**config.mk**
```make
export PLATFORM = sky130hd
export DESIGN_NAME = hls_call_controller
export DESIGN_NICKNAME = d
export VERILOG_FILES = /design/src/rtl/hls_call_controller.sv
export SDC_FILE = /design/constraint.sdc
export NUM_CORES = 1
export LEC_CHECK = 0
export CORE_ASPECT_RATIO = 0.9
export CORE_MARGIN = 2
export CORE_UTILIZATION = 49
export DETAILED_ROUTE_END_ITERATION = 8
export MAX_ROUTING_LAYER = met4
export PLACE_DENSITY_LB_ADDON = 0.08
export RECOVER_POWER = 100
export SETUP_SLACK_MARGIN = 0.1
export SYNTH_ARGS = -nofsm -noshare
export SYNTH_HDL_FRONTEND = slang
export SYNTH_SLANG_ARGS = --single-unit
```
**constraint.sdc**
```tcl
create_clock -name clk -period 4.7 [get_ports clk]
set_clock_uncertainty 0.2 [all_clocks]
set_input_delay 0.94 -clock clk [delete_from_list [all_inputs] [get_ports clk]]
set_output_delay 0.94 -clock clk [all_outputs]
set_load 0.03 [all_outputs]
```
**src/rtl/hls_call_controller.sv**
```systemverilog
// Caller-side driver for an HLS-generated accelerator: takes a host call request, resets and
// starts the accelerator, waits for finished or timeout, and returns result plus latency.
module hls_call_controller #(
  parameter int unsigned RST_CYCLES = 2,
  parameter int unsigned TIMEOUT    = 1000,
  parameter int unsigned CYC_W      = 16
) (
  input  logic             clk,
  input  logic             reset,
  input  logic             req_valid,
  output logic             req_ready,
  output logic             rsp_valid,
  input  logic             rsp_ready,
  output logic [31:0]      rsp_data,
  output logic [CYC_W-1:0] rsp_cycles,
  output logic             rsp_timeout,
  output logic             busy,
  output logic             acc_reset,
  output logic             acc_start,
  input  logic             acc_finished,
  input  logic [31:0]      acc_return_val
);

  localparam int unsigned RcW = (RST_CYCLES > 1) ? $clog2(RST_CYCLES) : 1;
  localparam logic [RcW-1:0]   RstLoad     = RcW'(RST_CYCLES - 1);
  localparam logic [CYC_W-1:0] TimeoutLast = CYC_W'(TIMEOUT - 1);
  localparam logic [CYC_W-1:0] TimeoutVal  = CYC_W'(TIMEOUT);

  typedef enum logic [2:0] {StIdle, StRstAcc, StStart, StWait, StResp} state_e;

  state_e           state_q, state_d;
  logic [RcW-1:0]   rst_cnt_q, rst_cnt_d;
  logic [CYC_W-1:0] cyc_q, cyc_d;
  logic             rsp_valid_q, rsp_valid_d;
  logic [31:0]      rsp_data_q, rsp_data_d;
  logic [CYC_W-1:0] rsp_cycles_q, rsp_cycles_d;
  logic             rsp_timeout_q, rsp_timeout_d;
  logic             busy_q, busy_d;
  logic             acc_reset_q, acc_reset_d;
  logic             acc_start_q, acc_start_d;
  logic             accept;
  logic             wait_last;

  assign req_ready = (state_q == StIdle) && !reset;
  assign accept    = req_valid && req_ready;
  assign wait_last = (cyc_q == TimeoutLast);

  always_ff @(posedge clk) begin
    if (reset) begin
      state_q <= StIdle;
    end else begin
      state_q <= state_d;
    end
  end

  always_comb begin
    state_d = state_q;
    unique case (state_q)
      StIdle:   if (accept) state_d = StRstAcc;
      StRstAcc: if (rst_cnt_q == '0) state_d = StStart;
      StStart:  state_d = StWait;
      StWait:   if (acc_finished || wait_last) state_d = StResp;
      StResp:   if (rsp_ready) state_d = StIdle;
      default:  state_d = StIdle;
    endcase
  end

  // Output registers are loaded from the next state so every output is a flop.
  always_comb begin
    acc_reset_d   = 1'b1;
    acc_start_d   = 1'b0;
    busy_d        = (state_d != StIdle);
    rst_cnt_d     = rst_cnt_q;
    cyc_d         = cyc_q;
    rsp_valid_d   = rsp_valid_q;
    rsp_data_d    = rsp_data_q;
    rsp_cycles_d  = rsp_cycles_q;
    rsp_timeout_d = rsp_timeout_q;

    unique case (state_d)
      StStart: begin
        acc_reset_d = 1'b0;
        acc_start_d = 1'b1;
      end
      StWait:  acc_reset_d = 1'b0;
      default: ;
    endcase

    unique case (state_q)
      StIdle: begin
        if (accept) rst_cnt_d = RstLoad;
      end
      StRstAcc: begin
        if (rst_cnt_q != '0) rst_cnt_d = rst_cnt_q - 1'b1;
      end
      StStart: begin
        cyc_d = '0;
      end
      StWait: begin
        // Finished wins over timeout, so a finish on the last permitted cycle is a success.
        if (acc_finished) begin
          rsp_data_d    = acc_return_val;
          rsp_cycles_d  = cyc_q;
          rsp_timeout_d = 1'b0;
          rsp_valid_d   = 1'b1;
        end else if (wait_last) begin
          rsp_data_d    = '0;
          rsp_cycles_d  = TimeoutVal;
          rsp_timeout_d = 1'b1;
          rsp_valid_d   = 1'b1;
        end else begin
          cyc_d = cyc_q + 1'b1;
        end
      end
      StResp: begin
        if (rsp_ready) rsp_valid_d = 1'b0;
      end
      default: ;
    endcase
  end

  always_ff @(posedge clk) begin
    if (reset) begin
      rst_cnt_q     <= '0;
      cyc_q         <= '0;
      rsp_valid_q   <= 1'b0;
      rsp_data_q    <= '0;
      rsp_cycles_q  <= '0;
      rsp_timeout_q <= 1'b0;
      busy_q        <= 1'b0;
      acc_reset_q   <= 1'b1;
      acc_start_q   <= 1'b0;
    end else begin
      rst_cnt_q     <= rst_cnt_d;
      cyc_q         <= cyc_d;
      rsp_valid_q   <= rsp_valid_d;
      rsp_data_q    <= rsp_data_d;
      rsp_cycles_q  <= rsp_cycles_d;
      rsp_timeout_q <= rsp_timeout_d;
      busy_q        <= busy_d;
      acc_reset_q   <= acc_reset_d;
      acc_start_q   <= acc_start_d;
    end
  end

  assign rsp_valid   = rsp_valid_q;
  assign rsp_data    = rsp_data_q;
  assign rsp_cycles  = rsp_cycles_q;
  assign rsp_timeout = rsp_timeout_q;
  assign busy        = busy_q;
  assign acc_reset   = acc_reset_q;
  assign acc_start   = acc_start_q;

endmodule

```
After elaboration in Yosys (flattened, before gate mapping). Cells that the tools add are included. Widths: inputs -> output; s select.

Equality and inequality tests: 12. $add $sub $neg: 2. Multiplexer cells: 22. Reductions and logical operators: 15.

Operator list (number): $mux 16 (4); $mux 32 (2); $pmux 16 s2 (1); $add 16x1->16 const B (1); $eq 16x10->1 const B (1); $pmux 3 s5 (1); $eq 3x2->1 const B (4); $mux 3 (4); $mux 1 (8); $ne 2x2->1 const B (4); $reduce_bool 2->1 (4); $reduce_and 3->1 (2); $pmux 1 s2 (2); $reduce_and 2->1 (2); $eq 3x1->1 const B (1); $eq 3x3->1 const B (1); $logic_not 3->1 (1); $ne 3x3->1 const B (1); $reduce_bool 3->1 (1); $logic_and 1x1->1 (2); $reduce_or 2->1 (1); $logic_not 1->1 (1); $logic_or 1x1->1 (1); $sub 1x1->1 const B (1).

Input bits: 37. Word-level logic and storage cells: 61. Output and inout port bits: 54. Register bits: 73.

Logic depth before layout (Yosys ltp).
Depth in word-level cells: 8. Depth in mapped cells: 7.

Least setup slack after synthesis. Ideal clock, no wire load.

Path kind: input-to-output. From: input reset. To: output req_ready. Path buffers: 1. Slack: 1538 ps. Arrival time: 2022 ps. Cell stages on the path: 2. Data required time: 3560 ps. Cells stage by stage: clkbuf_1 > nor4_1.

Cells in the longest elaborated chain, start to end: 2.

Ends and longest elaborated chain: from (decl) (RTL line 9) `input logic reset,`; $logic_not 1->1 (RTL line 44) `assign req_ready = (state_q == StIdle) && !reset;`; $logic_and 1x1->1 (RTL line 44); to (decl) (RTL line 11) `output logic req_ready,`.

Every way passes these cells.

Worst setup path after layout. Ends and elaborated chain as after synthesis.

==> impl_metrics.py <==
metrics = {
    "grt": {
        "overflow": 0,
        "grt_pass1_wl_mm": 11.23,
        "grt_max_degree": 43,
        "antenna_found_initial": 0,
        "grt_pass1_vias": 2269,
        "grt.total_usage": 0.2192,
    },
    "timing": {
        "grt_setup_unrepaired": "false",
        "setup_tns_ps": 0,
        "setup_violations": 0,
        "tightest_slew_ps": 1898,
        "fmax_mhz": 254.4,
        "hold_viol_final": 0,
        "finalCritPeriodShare": 0.8362,
        "slew_headroom": -0.2654,
        "holdWs_ps": 252.3,
        "drv_slew": 43,
        "period_minus_slack_ps": 3930,
    },
    "finish": {
        "final_cell_mix": "dfxtp_1 (73), dlygate4sd3_1 (56), a22o_1 (40), clkdlybuf4s50_1 (34), nand2_1 (16)",
        "fill_cells": 440,
        "multi_input_area_um2": 1210,
        "layout_commonest_cell": "dfxtp_1",
        "final_core_util": 0.6855,
        "diodes": 0,
        "syn2layout_area_growth_pct": 35.31,
        "seqCellArea_um2": 1461,
        "drive_gt1_frac": 0.09141,
        "nets": 394,
    },
    "worst_setup_path": {
        "path_cells": "dlygate4sd3_1, clkbuf_1, nor4_1, dlygate4sd3_1",
        "required_ps": 3560,
        "critical_path.n_buffers_inverters": 3,
        "r2r_cells": 5,
        "arrival_ps": 2790,
        "r2r_setup_slack_ps": 1340,
        "crit_path_start_kind": "input port",
        "crit_fanout": 14,
        "crit_family": "buffers and inverters",
        "crit_path_frequent_cell": "dlygate4sd3_1",
        "critPathKind": "in2out",
        "max_stage_delay_ps": 770,
        "end_kind": "primary output",
        "cp_num_cells": 4,
        "cpMaxStageDelayCell": "dlygate4sd3_1",
    },
    "floorplan": {
        "row_count": 26,
        "start_util": 0.5066,
        "pin_count": 91,
        "core_area_um2": 5693,
        "die_w_um": 84.87,
        "die_h_um": 76.78,
        "die_area_um2": 6516,
    },
    "placement": {
        "port_buffers": 90,
        "globalplace.congestion": 0.8586,
        "dp_hpwl_mm": 4.739,
    },
    "route": {
        "first_pass_iters": 4,
        "remaining_drc_errors": 0,
        "drtIter0Drc": 106,
        "routedWlPerCell_um": 15.63,
        "finalWirelength_mm": 6.737,
        "postRouteAntennaNets": 0,
        "vias": 2453,
        "via_per_inst": 5.691,
    },
    "clock_tree": {
        "post_cts_buffers": 0,
        "clkSlewWorstSetupHoldPaths_ps": 80,
        "clockBufferDepth": 2,
        "clock-sinks": 73,
        "cts.hold.buffers_added": 0,
        "ctsResizeCount": 0,
        "root_buffer": "clkbuf_8",
        "insertion_delay_ps": 340,
        "htree_levels": 3,
        "cts_tree": "built",
        "cts_buffers": 9,
    },
    "worst_hold_path": {
        "hp-class": "reg2reg",
        "whs_path_depth": 2,
    },
    "yosys": {
        "synthTopCellsByArea": "dfxtp_1 (51%), a22o_1 (12%), buf_6 (3.5%)",
        "synth_nets": 310,
        "synth_area_leader_cell": "dfxtp_1",
        "synth-edff-count": 0,
        "synth_top_area_share": 0.5067,
        "synthDistinctLibCells": 49,
        "synth_seq_cells": 73,
        "netlist_area_um2": 2884,
        "syn_area_per_cell_um2": 10.60,
        "ys_async_sr_fraction": 0,
        "syn-instance-count": 272,
        "synth_warnings": 0,
        "ys.flop_type": "dfxtp_1",
        "synth-seq-area-share": 0.5067,
    },
    "run_status": {
        "violations": "capacitance limit, slew limit",
        "status": "finished, violations left",
    },
    "power_and_ir_drop": {
        "power.density_nw_per_um2": 335.2,
        "vdd_ir_drop_max_v": 0.0002458,
        "leakage_uw": 0.001543,
    },
    "flow_run": {
        "maxCapViolCount": 1,
    },
}
## layout make-up
cell class / instances / share of cell area
Sequential cell: 73 / 0.3745
Clock buffer: 9 / 0.03174
Clock inverter: 7 / 0.01988
Inverter: 7 / 0.006733
Tap cell: 70 / 0.02244
Timing Repair Buffer: 93 / 0.2347
Multi-Input combinational cell: 172 / 0.3100
## per-stage QoR
| step | total power [uW] | instances | setup WS (ps) | area, um2 |
|---|---|---|---|---|
| floorplan | 770.5 | 272 | 1538 | 2884 |
| detailed placement | 838.8 | 415 | 1133 | 3736 |
| CTS | 1331 | 431 | 1133 | 3938 |
| finish | 1308 | 431 | 769.7 | 3902 |
| global placement | 837.0 | 415 | 1138 | 3736 |
| global route | 1364 | 431 | 656.3 | 3902 |
## flip-flops by register name, indices dropped and copies added, names as in the netlist
register     cells
rsp_data        32
cyc_q           16
rsp_cycles      16
state_q          3
acc_reset        1
acc_start        1
busy             1
rsp_timeout      1
rsp_valid        1
rst_cnt_q        1
## report_power, final
part,switching (uW),total [uW],internal [uW],leakage (uW)
clock network,242,492,250,0.000100
logic,90.2,161,71.3,0.000853
registers,19.2,655,636,0.000589
## path summary, 6_finish.rpt
path,startpoint,endpoint
worst max-delay path,reset,req_ready
worst min-delay path,rsp_valid,rsp_valid
worst max register to register,cyc_q[1],rsp_cycles[10]
worst min register to register,rsp_valid,rsp_valid
## cells in the mapped netlist, types with 3 or more instances
cell / instances
dfxtp_1: 73
a22o_1: 40
nand2_1: 16
a21oi_1: 15
nor2_1: 12
buf_6: 9
nand3_1: 8
o221a_2: 8
inv_1: 7
clkbuf_1: 6
o21ai_0: 6
or4_1: 6
nor4_1: 5
a211oi_1: 4
o31ai_1: 4
buf_2: 3
nor2b_1: 3
nor3_1: 3
or3_1: 3
## cells by family (layout without fill, tap and decap cells)
| group | after synthesis | in the layout | share of synthesized area |
|---|---|---|---|
| buf+inv | 27 | 116 | 0.06681 |
| fa+ha+maj | 1 | 1 | 0.004338 |
| simple gates | 77 | 77 | 0.1536 |
| compound gates | 90 | 90 | 0.2555 |
| flops | 73 | 73 | 0.5067 |
| xor+xnor | 2 | 2 | 0.006075 |
| mux | 2 | 2 | 0.006942 |
## routing by layer
layer  part of all wire  up-vias  global-route usage
met2               0.42       78              0.3094
met1               0.51     1157              0.3014
li1                   -     1212                   -
met4              0.011        0             0.07302
met5                  0        -                   -
met3              0.065        6             0.06351
## tightest hold or removal path, delay by kind of cell (launching register included)
family          cells  cell delay (ps)
compound gates      1               50
simple gates        1               50
flops               1              310
Note: power is estimated with default switching activity, not from simulation.
